<file path="src/rtl/mem_port_pkg.sv">
// Shared definitions for mem_port: instruction field positions, FSM state
// encodings and the default bus timeout.
package mem_port_pkg;

    localparam int OP_MSB   = 31;
    localparam int OP_LSB   = 26;
    localparam int FUNC_MSB = 5;
    localparam int FUNC_LSB = 0;

    localparam int MEMP_TIMEOUT = 255;

    typedef enum logic [1:0] {
        MEMP_IDLE = 2'd0,
        MEMP_WAIT = 2'd1,
        MEMP_DONE = 2'd2
    } memp_state_e;

endpackage

</file>
<file path="src/rtl/mem_port.sv">
// Memory access port: turns control strobes into a req/ack bus transaction and
// stalls control until it completes. Define MEM_TIMEOUT_EN to add a bus timeout.
module mem_port
    import mem_port_pkg::*;
#(
    parameter int ADDR_W  = 32,
    parameter int DATA_W  = 32,
    parameter int TIMEOUT = MEMP_TIMEOUT
) (
    input  logic              clk,
    input  logic              nrst,
    input  logic              mem_read,
    input  logic              mem_write,
    input  logic              iord,
    input  logic              ir_we,
    input  logic              mdr_we,
    input  logic [ADDR_W-1:0] pc,
    input  logic [ADDR_W-1:0] alu_out,
    input  logic [DATA_W-1:0] wdata,
    output logic              stall,
    output logic [DATA_W-1:0] ir,
    output logic [5:0]        op,
    output logic [5:0]        func,
    output logic [DATA_W-1:0] mdr,
    output logic              bus_req,
    output logic              bus_we,
    output logic [ADDR_W-1:0] bus_addr,
    output logic [DATA_W-1:0] bus_wdata,
    input  logic              bus_ack,
    input  logic [DATA_W-1:0] bus_rdata,
    output logic              bus_err
);

    memp_state_e       state_q;
    logic              bus_req_q;
    logic              bus_we_q;
    logic [ADDR_W-1:0] bus_addr_q;
    logic [DATA_W-1:0] bus_wdata_q;
    logic              ir_we_q;
    logic              mdr_we_q;
    logic [DATA_W-1:0] ir_q;
    logic [DATA_W-1:0] mdr_q;

    logic              req;
    logic [ADDR_W-1:0] sel_addr;
    logic [ADDR_W-1:0] bus_addr_d;
    logic              timeout_hit;
    logic              unused_ok;

    assign req        = mem_read | mem_write;
    assign sel_addr   = iord ? alu_out : pc;
    assign bus_addr_d = {sel_addr[ADDR_W-1:2], 2'b00};
    assign unused_ok  = ^sel_addr[1:0];

    // Gated by nrst so control never sees a stall while the port is held in reset.
    assign stall = nrst & req & (state_q != MEMP_DONE);

`ifdef MEM_TIMEOUT_EN
    localparam int CNT_W = ($clog2(TIMEOUT + 1) > 8) ? $clog2(TIMEOUT + 1) : 8;

    logic [CNT_W-1:0] cnt_q;
    logic             bus_err_q;

    // Counter sits at zero outside WAIT, so it is cleared on every WAIT entry.
    always_ff @(posedge clk or negedge nrst) begin
        if (!nrst) begin
            cnt_q <= '0;
        end else if (state_q != MEMP_WAIT) begin
            cnt_q <= '0;
        end else begin
            cnt_q <= cnt_q + 1'b1;
        end
    end

    assign timeout_hit = (state_q == MEMP_WAIT) && !bus_ack
                         && (cnt_q == CNT_W'(TIMEOUT - 1));

    always_ff @(posedge clk or negedge nrst) begin
        if (!nrst) begin
            bus_err_q <= 1'b0;
        end else if (timeout_hit) begin
            bus_err_q <= 1'b1;
        end
    end

    assign bus_err = bus_err_q;
`else
    assign timeout_hit = 1'b0;
    assign bus_err     = 1'b0;
`endif

    // NOTE: sequential state uses non-blocking assignments only, so every
    // register samples pre-edge values regardless of statement order.
    always_ff @(posedge clk or negedge nrst) begin
        if (!nrst) begin
            state_q     <= MEMP_IDLE;
            bus_req_q   <= 1'b0;
            bus_we_q    <= 1'b0;
            bus_addr_q  <= '0;
            bus_wdata_q <= '0;
            ir_we_q     <= 1'b0;
            mdr_we_q    <= 1'b0;
            ir_q        <= '0;
            mdr_q       <= '0;
        end else begin
            case (state_q)
                MEMP_IDLE: begin
                    if (req) begin
                        state_q     <= MEMP_WAIT;
                        bus_req_q   <= 1'b1;
                        bus_we_q    <= mem_write;
                        bus_addr_q  <= bus_addr_d;
                        bus_wdata_q <= wdata;
                        ir_we_q     <= ir_we;
                        mdr_we_q    <= mdr_we;
                    end
                end
                MEMP_WAIT: begin
                    if (bus_ack) begin
                        state_q   <= MEMP_DONE;
                        bus_req_q <= 1'b0;
                        bus_we_q  <= 1'b0;
                        // A latched write (including read+write conflicts) never loads.
                        if (!bus_we_q) begin
                            if (ir_we_q)  ir_q  <= bus_rdata;
                            if (mdr_we_q) mdr_q <= bus_rdata;
                        end
                    end else if (timeout_hit) begin
                        state_q   <= MEMP_DONE;
                        bus_req_q <= 1'b0;
                        bus_we_q  <= 1'b0;
                    end
                end
                MEMP_DONE: state_q <= MEMP_IDLE;
                default:   state_q <= MEMP_IDLE;
            endcase
        end
    end

    assign bus_req   = bus_req_q;
    assign bus_we    = bus_we_q;
    assign bus_addr  = bus_addr_q;
    assign bus_wdata = bus_wdata_q;
    assign ir        = ir_q;
    assign mdr       = mdr_q;
    assign op        = ir_q[OP_MSB:OP_LSB];
    assign func      = ir_q[FUNC_MSB:FUNC_LSB];

endmodule

</file>
<file path="config.mk">
export PLATFORM = sky130hd
export DESIGN_NAME = mem_port
export DESIGN_NICKNAME = d
export VERILOG_FILES = /design/src/rtl/mem_port_pkg.sv /design/src/rtl/mem_port.sv
export SDC_FILE = /design/constraint.sdc
export NUM_CORES = 1
export LEC_CHECK = 0
export CAP_MARGIN = 15
export CORE_AREA = 2 2 129 131
export DETAILED_ROUTE_END_ITERATION = 7
export DIE_AREA = 0 0 131 133
export DONT_BUFFER_PORTS = 1
export HOLD_SLACK_MARGIN = 0.02
export SLEW_MARGIN = 20
export SYNTH_ARGS = -nofsm -noshare
export SYNTH_HDL_FRONTEND = slang
export SYNTH_SLANG_ARGS = --single-unit
</file>
<file path="constraint.sdc">
create_clock -name clk -period 1.6 [get_ports clk]
set_clock_uncertainty 0.2 [all_clocks]
set_input_delay 0.4 -clock clk [delete_from_list [all_inputs] [get_ports clk]]
set_output_delay 0.4 -clock clk [all_outputs]
set_load 0.01 [all_outputs]
</file>
==> impl_metrics.py <==
metrics = {
    "grt": {
        "groute.usage.overall": 0.1413,
        "grt_pass1_wl_um": 18510,
        "grt_pass1_vias": 3424,
        "grt-ovfl-total": 0,
        "grt_max_degree": 134,
        "antenna_found_initial": 0,
    },
    "clock_tree": {
        "htree_num_levels": 4,
        "clkSinkCount": 132,
        "cts_tree": "done",
        "root_buffer": "clkbuf_16",
        "insertion_delay_ns": 0.41,
        "cts_buffers": 17,
        "cts_hold_buf": 68,
        "cts.clk_slew.worst_paths_ns": 0.06,
        "cts_buffer_depth": 2,
    },
    "detailed_routing": {
        "drc": 0,
        "wl_per_cell_um": 19.88,
        "route.vias.total": 3096,
        "viasPerCell": 4.778,
        "drtAntennaViolNets": 0,
        "drt_wl_total_um": 12880,
        "drtPass1Iterations": 4,
        "drt_iter0_drc": 110,
    },
    "finish": {
        "fin_nets": 551,
        "synthToLayoutAreaGrowth_pct": 28.12,
        "design_area_um2": 7108,
        "final_util": 0.4395,
        "multi_input_area_um2": 2049,
        "drive_gt1_frac": 0.4883,
        "register_area_um2": 3303,
        "nFillCells": 1435,
        "num_antenna_cells": 0,
    },
    "yosys": {
        "yosysTopAreaCell": "dfrtp_1",
        "syn_avg_cell_area_um2": 16.32,
        "synth_area_leaders": "dfrtp_1 (60%), mux2_2 (24%), mux2_4 (10%)",
        "synth-compound-area-share": 0.005864,
        "synth_top_family_by_area": "multiplexers",
        "synthMuxAreaShare": 0.3464,
        "synth_seq_cells": 132,
        "ys_types": 17,
        "synth-xor-area-share": 0,
        "synth_top_area_share": 0.5954,
        "ys_warn_count": 0,
        "syn_area_um2": 5548,
        "synth-seq-area-share": 0.5954,
        "synth_cells": 340,
        "synth_fa_ha_area_frac": 0,
        "synthSimpleGateAreaFrac": 0.009923,
    },
    "floorplan": {
        "die_h_um": 133,
        "boundaryPins": 280,
        "core_region_area_um2": 16170,
        "initial_core_util": 0.3431,
        "die-area_um2": 17420,
        "num_rows": 47,
        "die-width_um": 131,
    },
    "timing": {
        "hold_viol": 132,
        "hold_slack_ns": -0.5208,
        "slew_viol_final": 0,
        "finalCritPeriodShare": 1.136,
        "fmax_mhz": 550.4,
        "rsz0062_at_grt": "true",
        "fin_crit_ns": 1.817,
        "worst_slack_ns": -0.2168,
        "setup_viol": 129,
    },
    "place": {
        "place_congestion": 0.7678,
        "hpwl_um": 8020,
        "dpl_cell_area_um2": 5728,
        "io_buffers": 0,
    },
    "worst_setup_path": {
        "path_delay_family": "flip-flops",
        "critPathSlowestCell": "dfrtp_1",
        "cp_num_buf_inv": 2,
        "path_cells": "buf_6 > or3_4 > buf_12 > mux2_4",
        "end_kind": "flip-flop",
        "worstPathArrival_ns": 1.91,
        "critPathLaunchType": "flip-flop",
        "crit_fanout": 34,
        "critical_path_class": "flip-flop to flip-flop",
        "required_ns": 1.69,
        "max_stage_delay_ns": 0.41,
    },
    "min_path": {
        "hold_path.class": "input port to async pin",
    },
    "run_status": {
        "violations": "negative hold slack, negative setup slack",
        "outcome": "complete, but fails checks",
    },
    "power": {
        "p_per_area_nw_per_um2": 2055,
        "vdd_drop_max_mv": 0.6980,
        "p_leak_nw": 3.167,
    },
    "run": {
        "maxCapViolCount": 0,
    },
}
## kinds of logic after synthesis
kind of cell | count (synthesis)
multiplexers | 158
flip-flops | 132
buffers and inverters | 34
AND/OR/NAND/NOR | 9
AO/OA/AOI/OAI | 6
other | 1
## repair_timing
item / CTS / global route
setup buffers: 2 / 0
endpoints found under the setup margin: 129 / 130
pin swaps: 1 / 2
gates resized for setup: 9 / 3
cloned: 0 / 5
hold endpoints to repair: 233 / 132
## cell usage after synthesis
master and n:
clkbuf_1 3, nor2b_1 1, and3_1 1, buf_2 8
mux2_2 120, nor2_1 2, buf_4 15, dfrtp_1 132
or3_4 1, buf_6 5, nand2_1 3, mux2_4 38
conb_1 1, o21ai_0 5, inv_1 3, and4bb_2 1
a22oi_1 1
## report_power, final
part / switching (mW) / leakage (nW) / internal (mW)
Combinational: 1.20 / 1.34 / 2.51
Clock: 1.41 / 0.261 / 2.21
Sequential: 2.22 / 1.56 / 5.06
Total: 4.83 / 3.17 / 9.78
## area by class of cell
cell class / count / share of cell area
clock inverters: 8 / 0.01074
repair buffers: 85 / 0.1296
well taps: 220 / 0.03873
inverters: 3 / 0.001584
clock buffers: 24 / 0.06636
flip-flops and latches: 132 / 0.4647
multi-input cells: 176 / 0.2883
## sequential cells by signal (all words and copies together), names as in the netlist
| register | flops |
|---|---|
| bus_wdata | 32 |
| ir | 32 |
| mdr | 32 |
| bus_addr | 30 |
| state_q | 2 |
| bus_req | 1 |
| bus_we | 1 |
| ir_we_q | 1 |
| mdr_we_q | 1 |
## worst paths after layout
kind                            slack (ns)            to        from  depth (start not counted)
worst max-delay path                 -0.22  bus_addr[27]  state_q[0]                          4
worst min-delay path                 -0.52  bus_addr[22]        nrst                          0
worst max register to register       -0.22  bus_addr[27]  state_q[0]                          4
worst min register to register        0.37       ir_we_q     ir_we_q                          1
max in group asynchronous             1.47        ir[13]        nrst                          0
min in group clk                      0.05        bus_we     bus_ack                          3
## worst reg2reg max path: stages, from the launching register on
cell and delay, ns:
dfrtp_1 0.41, buf_6 0.14, or3_4 0.40, buf_12 0.21, mux2_4 0.34
## metal layers
| layer | track usage | vias to the layer above | share of wire |
|---|---|---|---|
| met3 | 0.05338 | 28 | 0.065 |
| met1 | 0.1546 | 1595 | 0.39 |
| li1 | - | 1340 | - |
| met5 | 0 | - | 0 |
| met4 | 0.06738 | 0 | 0.025 |
| met2 | 0.2392 | 133 | 0.52 |
## cells in the final DEF (no fill, tap or decap)
cell type,n
dfrtp_1,132
mux2_2,118
dlygate4sd3_1,68
mux2_4,40
clkbuf_16,20
buf_6,6
clkbuf_1,5
buf_4,5
o21ai_0,4
conb_1,3
clkinv_2,3
clkinvlp_4,3
buf_12,3
nand2_4,2
inv_1,2
clkbuf_8,2
nor2_1,1
inv_2,1
o21ai_2,1
nor2_2,1
or3_4,1
and4bb_2,1
nand2_1,1
and3_1,1
a22oi_1,1
nor2b_1,1
bufinv_16,1
inv_6,1
## through the flow
stage,std cells,worst slack [ns],setup TNS (ns),total power [mW]
final,648,-0.2168,-23.43,14.61
after global routing,648,-0.2611,-30.18,15.41
after CTS,643,-0.2171,-24.06,14.59
after detailed placement,541,-0.1184,-9.902,10.65
after global placement,541,-0.08439,-6.653,10.48
after floorplan,342,-0.07964,-3.099,9.990
Power figures use the tool's default switching activity.
